**src/rtl/fifo_port_arbiter.sv**
```systemverilog
// Two-requester (producer write / consumer read) arbiter in front of a single FIFO port.
// Define FIFOARB_FIXED_PRIO_EN to give writes fixed priority instead of round-robin.
module fifo_port_arbiter #(
  parameter int unsigned DATA_WIDTH   = 8,
  parameter int unsigned BUSY_TIMEOUT = 255
) (
  input  logic                  clk,
  input  logic                  reset,
  input  logic                  wr_req,
  input  logic [DATA_WIDTH-1:0] wr_data,
  output logic                  wr_ack,
  input  logic                  rd_req,
  output logic [DATA_WIDTH-1:0] rd_data,
  output logic                  rd_ack,
  output logic                  fifo_we,
  output logic                  fifo_re,
  output logic [DATA_WIDTH-1:0] fifo_din,
  input  logic [DATA_WIDTH-1:0] fifo_dout,
  input  logic                  fifo_busy,
  input  logic                  fifo_empty,
  input  logic                  fifo_full,
  output logic                  arb_error
);

  localparam logic [7:0] TimeoutLast = 8'(BUSY_TIMEOUT - 1);

  typedef enum logic [1:0] {StIdle, StIssue, StWait, StAck} state_e;

  state_e     state_q;
  logic       rd_sel_q;    // the transaction in flight is a read
  logic [7:0] wait_cnt_q;
  logic       wr_elig;
  logic       rd_elig;
  logic       grant_wr;
  logic       grant_rd;

`ifndef FIFOARB_FIXED_PRIO_EN
  logic       rr_rd_q;     // 1: read wins the next tie
`endif

  always_comb begin
    wr_elig = wr_req && !fifo_full && !fifo_busy;
    rd_elig = rd_req && !fifo_empty && !fifo_busy;
`ifdef FIFOARB_FIXED_PRIO_EN
    grant_wr = wr_elig;
`else
    grant_wr = wr_elig && (!rd_elig || !rr_rd_q);
`endif
    grant_rd = rd_elig && !grant_wr;
  end

  always_ff @(posedge clk or negedge reset) begin
    if (!reset) begin
      state_q    <= StIdle;
      rd_sel_q   <= 1'b0;
      wait_cnt_q <= '0;
`ifndef FIFOARB_FIXED_PRIO_EN
      rr_rd_q    <= 1'b0;
`endif
      fifo_we    <= 1'b0;
      fifo_re    <= 1'b0;
      wr_ack     <= 1'b0;
      rd_ack     <= 1'b0;
      fifo_din   <= '0;
      rd_data    <= '0;
      arb_error  <= 1'b0;
    end else begin
      // Strobes and acks are single-cycle pulses.
      fifo_we <= 1'b0;
      fifo_re <= 1'b0;
      wr_ack  <= 1'b0;
      rd_ack  <= 1'b0;
      case (state_q)
        StIdle: begin
          if (grant_wr || grant_rd) begin
            rd_sel_q <= grant_rd;
            fifo_we  <= grant_wr;
            fifo_re  <= grant_rd;
            if (grant_wr) fifo_din <= wr_data;
`ifndef FIFOARB_FIXED_PRIO_EN
            if (wr_elig && rd_elig) rr_rd_q <= grant_wr;
`endif
            state_q <= StIssue;
          end
        end
        StIssue: begin
          wait_cnt_q <= '0;
          state_q    <= StWait;
        end
        StWait: begin
          if (!fifo_busy || (wait_cnt_q == TimeoutLast)) begin
            // A stuck FIFO still gets an ack so the requester is released.
            if (fifo_busy) arb_error <= 1'b1;
            if (rd_sel_q) rd_data <= fifo_dout;
            wr_ack  <= !rd_sel_q;
            rd_ack  <= rd_sel_q;
            state_q <= StAck;
          end else begin
            wait_cnt_q <= wait_cnt_q + 8'd1;
          end
        end
        StAck: state_q <= StIdle;
        default: state_q <= StIdle;
      endcase
    end
  end

endmodule

```
**config.mk**
```make
export PLATFORM = sky130hd
export DESIGN_NAME = fifo_port_arbiter
export DESIGN_NICKNAME = d
export VERILOG_FILES = /design/src/rtl/fifo_port_arbiter.sv
export SDC_FILE = /design/constraint.sdc
export NUM_CORES = 1
export LEC_CHECK = 0
export CORE_UTILIZATION = 44
export CTS_BUF_LIST = sky130_fd_sc_hd__clkbuf_8
export CTS_CLUSTER_DIAMETER = 50
export CTS_CLUSTER_SIZE = 12
export DETAILED_ROUTE_END_ITERATION = 8
export PLACE_DENSITY = 0.78
export SLEW_MARGIN = 20
export SYNTH_ARGS = -nofsm -noshare
export SYNTH_HDL_FRONTEND = slang
export SYNTH_SLANG_ARGS = --single-unit
export TNS_END_PERCENT = 1
```
**constraint.sdc**
```tcl
create_clock -name clk -period 1.8 [get_ports clk]
set_clock_uncertainty 0.1 [all_clocks]
set_input_delay 0.36 -clock clk [delete_from_list [all_inputs] [get_ports clk]]
set_output_delay 0.36 -clock clk [all_outputs]
set_load 0.01 [all_outputs]
```
==> impl.org <==
** STA
- In the finished design, the share of the clock period the worst path needs comes to 99.5%.
- The number of failing hold endpoints at the final stage is 0.
- The count of pins over their slew limit was 0.
- Unrepaired setup endpoints after global routing :: true
- After layout, the minimum clock period comes to 1790 ps.
- Final TNS setup :: 0 ps
- Setup violations remaining at the end of the flow were counted as 0.
- Actual slew at the worst max-slew pin :: 413 ps
- In this run the tightest slew margin relative to its limit is 72.5%.
- Max Fclk :: 0.559 GHz

** Detailed routing
- Violation count after the first detailed-route iteration :: 24
- Before antenna repair, the detailed router went through 4 iterations.
- Number of vias per cell after detailed routing :: 5.10
- Antenna-violating nets left :: 0
- The detailed router placed 1193 vias in this run.
- For this run, design rule violations remaining after detail routing come to 0.
- Post-detailed-route wirelength per cell :: 14.3 um
- The final layout contains routed wiring with a total length of 3340 um.

** Pwr
- Reg power frac :: 35.0%
- The worst-case IR drop observed on VDD is 772 uV.
- Of the total power, the clock network draws 21.5%.
- Standby leakage power :: 1.08 nW
- For this design the total switching power over the nets is 957 uW.
- Power Dens Cells :: 1400 nW/um^2
- Combinational Power Share :: 43.6%
- Pint :: 2.32 mW
- In this run switching power makes up 29.2% of total power.

** Logic synthesis
- In this run the cell area of the synthesized design comes to 1520 um^2.
- Post-synthesis share of cell area spent on and, or, nand and nor gates :: 11.4%
- Warnings from Yosys :: 0
- Cell variety after synth :: 35
- In the post-synthesis netlist, the biggest area contributors are sky130_fd_sc_hd__dfrtp_1 (54%), sky130_fd_sc_hd__mux2_2 (13%), sky130_fd_sc_hd__ha_1 (4.9%).
- Synthesis produced a netlist whose cell count is 122.
- Share of the synthesized area in compound gates (AO/OA/AOI/OAI) :: 11.8%
- Summed over its instances, the top area cell type makes up 54.3% of the synthesized netlist area.
- Largest family of logic cells by synthesized area :: multiplexers
- Net count after synthesis :: 151
- Averaged over all synthesized cells, the footprint is 12.5 um^2.
- The synthesized design contains 33 register bits.
- After synthesis, the share of cell area in mux cells is 12.6%.
- Summed over all instances, the cell type with the most area after synthesis is sky130_fd_sc_hd__dfrtp_1.
- Summing the areas of all xor and xnor instances in the mapped netlist gives 1.15% of the synthesized area.
- Portion of the post-synthesis area used by sequential elements :: 54.3%
- Of the total synthesized cell area, the portion taken by full adders, half adders and majority gates is 4.94%.

** Clocking
- Clock latency on the worst-skew pair :: 280 ps
- Clock sink count :: 33
- Clock-pin slew was measured on the worst setup and hold paths at 70 ps.
- CTS built an H-tree with a depth of 2.
- Maximum number of buffers from clock root to sink :: 2
- Clock tree from TritonCTS :: yes
- Hold repair after CTS inserted 0 buffers.
- Clock root buffer master :: sky130_fd_sc_hd__clkbuf_8
- Buffers inserted during clock tree synthesis total 5.

** Worst setup path
- The worst setup path is captured at a flip-flop.
- Data required time of the worst path :: 1860 ps
- The setup path with the least slack is of type reg -> reg.
- Broken down by cell family, the worst path's largest delay share belongs to flip-flops.
- In this run the worst path has a maximum fanout of 4.
- Max incr delay on CP :: 380 ps
- Launching element type of the critical path :: flip-flop
- Total buffers and inverters traversed by the critical path :: 2
- Among all stages on the critical path, the largest delay is contributed by sky130_fd_sc_hd__dfrtp_1.
- STA puts the critical path data arrival time at 1850 ps.
- The signal on the critical path passes through inv_1 -> ha_2 -> nand3_4 -> o211ai_4 -> buf_6 -> o21a_1 -> mux2_4.

** Layout
- Nets@finish :: 218
- Share of cells above drive strength 1 :: 31.6%
- Non-filler instance count after layout :: 234
- Area Growth Syn to Fin :: 54.2%
- For this run, the share of the core covered by cells in the final layout is 74.4%.
- 0 antenna diodes ended up in the layout.

** GRT
- First-pass GRT wire length :: 5260 um
- Pin count of the biggest net entering global routing :: 34
- Vias in the first global route :: 1164
- The initial antenna violation count was 0.
- In the global route stage, overall resource usage came out at 19.8%.
- For this run the aggregate overflow at the end of global routing stands at 0.

** Floorplan
- Placeable core region :: 3150 um^2
- Row generation in the floorplan step produced 20 rows.
- 44 I/O pins were placed.
- Once the floorplan was initialized, standard cells occupied 48.2% of the core.
- The die is 60.8 um wide.
- Die outline area :: 3690 um^2
- The die is 60.8 um tall.

** Place
- In this run the tool buffered the top-level ports with 43 buffer cells.
- In this run, placement finished with an instance count of 223.
- Weighted congestion at the end of routability-driven global placement :: 0.868
- HPWL after detailed placement :: 2410 um

** Min path
- Class of the tightest hold or removal check :: reg -> reg

** Status
- The run finished with clean final reports.

** Job
- Max-cap violations in this run came to 0.
## metal layers
metal  wire, um  vias up  GRT usage [%]
li1           -      577              -
met1       1460      584           24.7
met2       1720       27           33.4
met3        118        5           4.05
met4         42        0           8.77
met5          0        -              0
## metrics by stage
stage                     area (um^2)  worst slack [ps]  hold WS [ps]  total power [mW]
after detailed placement         2120              -314           353              2.42
after global placement           2120              -249           338              2.35
after CTS                        2280             -16.7           365              3.21
after floorplan                  1520              54.5         -35.6              1.74
after global routing             2340             -50.8           376              3.47
final                            2340              9.65           360              3.28
## cell usage in the layout, fill, tap and decap left out, types with 2 or more instances in the layout
cell,count
sky130_fd_sc_hd__a311o_2,2
sky130_fd_sc_hd__inv_1,6
sky130_fd_sc_hd__mux2_2,8
sky130_fd_sc_hd__nor2_1,7
sky130_fd_sc_hd__a31o_2,2
sky130_fd_sc_hd__clkdlybuf4s50_1,42
sky130_fd_sc_hd__o21a_1,2
sky130_fd_sc_hd__buf_4,19
sky130_fd_sc_hd__mux2_4,9
sky130_fd_sc_hd__dfrtp_1,33
sky130_fd_sc_hd__o21ai_0,4
sky130_fd_sc_hd__inv_2,2
sky130_fd_sc_hd__xnor2_1,2
sky130_fd_sc_hd__nand2_1,3
sky130_fd_sc_hd__a21oi_1,4
sky130_fd_sc_hd__nand3_1,5
sky130_fd_sc_hd__clkbuf_8,6
sky130_fd_sc_hd__ha_1,4
sky130_fd_sc_hd__nand2b_1,4
## Yosys cell counts
cell                        n
sky130_fd_sc_hd__a21o_1     1
sky130_fd_sc_hd__a21oi_1    4
sky130_fd_sc_hd__a311o_1    2
sky130_fd_sc_hd__a311o_2    1
sky130_fd_sc_hd__a31o_2     2
sky130_fd_sc_hd__and3_1     2
sky130_fd_sc_hd__and4_1     1
sky130_fd_sc_hd__buf_2      2
sky130_fd_sc_hd__buf_6      2
sky130_fd_sc_hd__dfrtp_1   33
sky130_fd_sc_hd__ha_1       6
sky130_fd_sc_hd__inv_1      7
sky130_fd_sc_hd__mux2_2    17
sky130_fd_sc_hd__nand2_1    3
sky130_fd_sc_hd__nand2b_1   4
sky130_fd_sc_hd__nand3_1    5
sky130_fd_sc_hd__nand3_2    1
sky130_fd_sc_hd__nand4_2    1
sky130_fd_sc_hd__nor2_1     7
sky130_fd_sc_hd__nor3_1     1
sky130_fd_sc_hd__nor3b_1    1
sky130_fd_sc_hd__nor4_1     1
sky130_fd_sc_hd__nor4b_1    1
sky130_fd_sc_hd__o211a_1    1
sky130_fd_sc_hd__o211ai_1   1
sky130_fd_sc_hd__o211ai_2   1
sky130_fd_sc_hd__o21a_1     2
sky130_fd_sc_hd__o21ai_0    4
sky130_fd_sc_hd__o21ai_2    1
sky130_fd_sc_hd__o311a_2    1
sky130_fd_sc_hd__o31ai_1    1
sky130_fd_sc_hd__o32a_1     1
sky130_fd_sc_hd__or3_1      1
sky130_fd_sc_hd__or3_2      1
sky130_fd_sc_hd__xnor2_1    2
## sequential cells by signal, summed over array words and instances (netlist names)
name	flops
fifo_din	8
rd_data	8
wait_cnt_q	8
state_q	2
arb_error	1
fifo_re	1
fifo_we	1
rd_ack	1
rd_sel_q	1
rr_rd_q	1
wr_ack	1
## logic make-up (layout without fill, tap and decap cells)
kind of cell / count (synthesis) / after routing
flops: 33 / 33
xor+xnor: 2 / 2
buf+inv: 11 / 79
compound gates: 23 / 23
simple gates: 30 / 30
mux: 17 / 17
fa+ha+maj: 6 / 6
## final cells by class
type	instances	area [um^2]
Sequential cell	33	826
Multi-Input combinational cell	78	714
Inverter	7	26.3
Clock inverter	2	33.8
Clock buffer	6	82.6
Fill cell	218	808
Timing Repair Buffer	64	607
Tap cell	44	55.1
## power groups by stage
stage                     sequential (mW)  combinational [mW]  clock [mW]
after floorplan                      1.23               0.504           0
after global placement               1.12                1.23           0
after detailed placement             1.14                1.28           0
after CTS                            1.14                1.35       0.714
after global routing                 1.17                1.54       0.753
final                                1.15                1.43       0.703
## final timing paths
check                               from             to  slack [ps]  depth (start not counted)
setup / recovery           wait_cnt_q[0]     state_q[1]          10                          7
setup reg to reg           wait_cnt_q[0]     state_q[1]          10                          7
max in group asynchronous          reset        fifo_we         920                          2
hold reg to reg                 rd_sel_q         wr_ack         360                          1
min in group asynchronous          reset  wait_cnt_q[5]         370                          2
hold / removal                  rd_sel_q         wr_ack         360                          1
## repair_timing
action                                  CTS  global route
endpoints found under the setup margin   19            20
gates resized for setup                   7            14
pin swaps                                 2             4
buffers inserted                          2             1
Note: power is estimated with default switching activity, not from simulation.
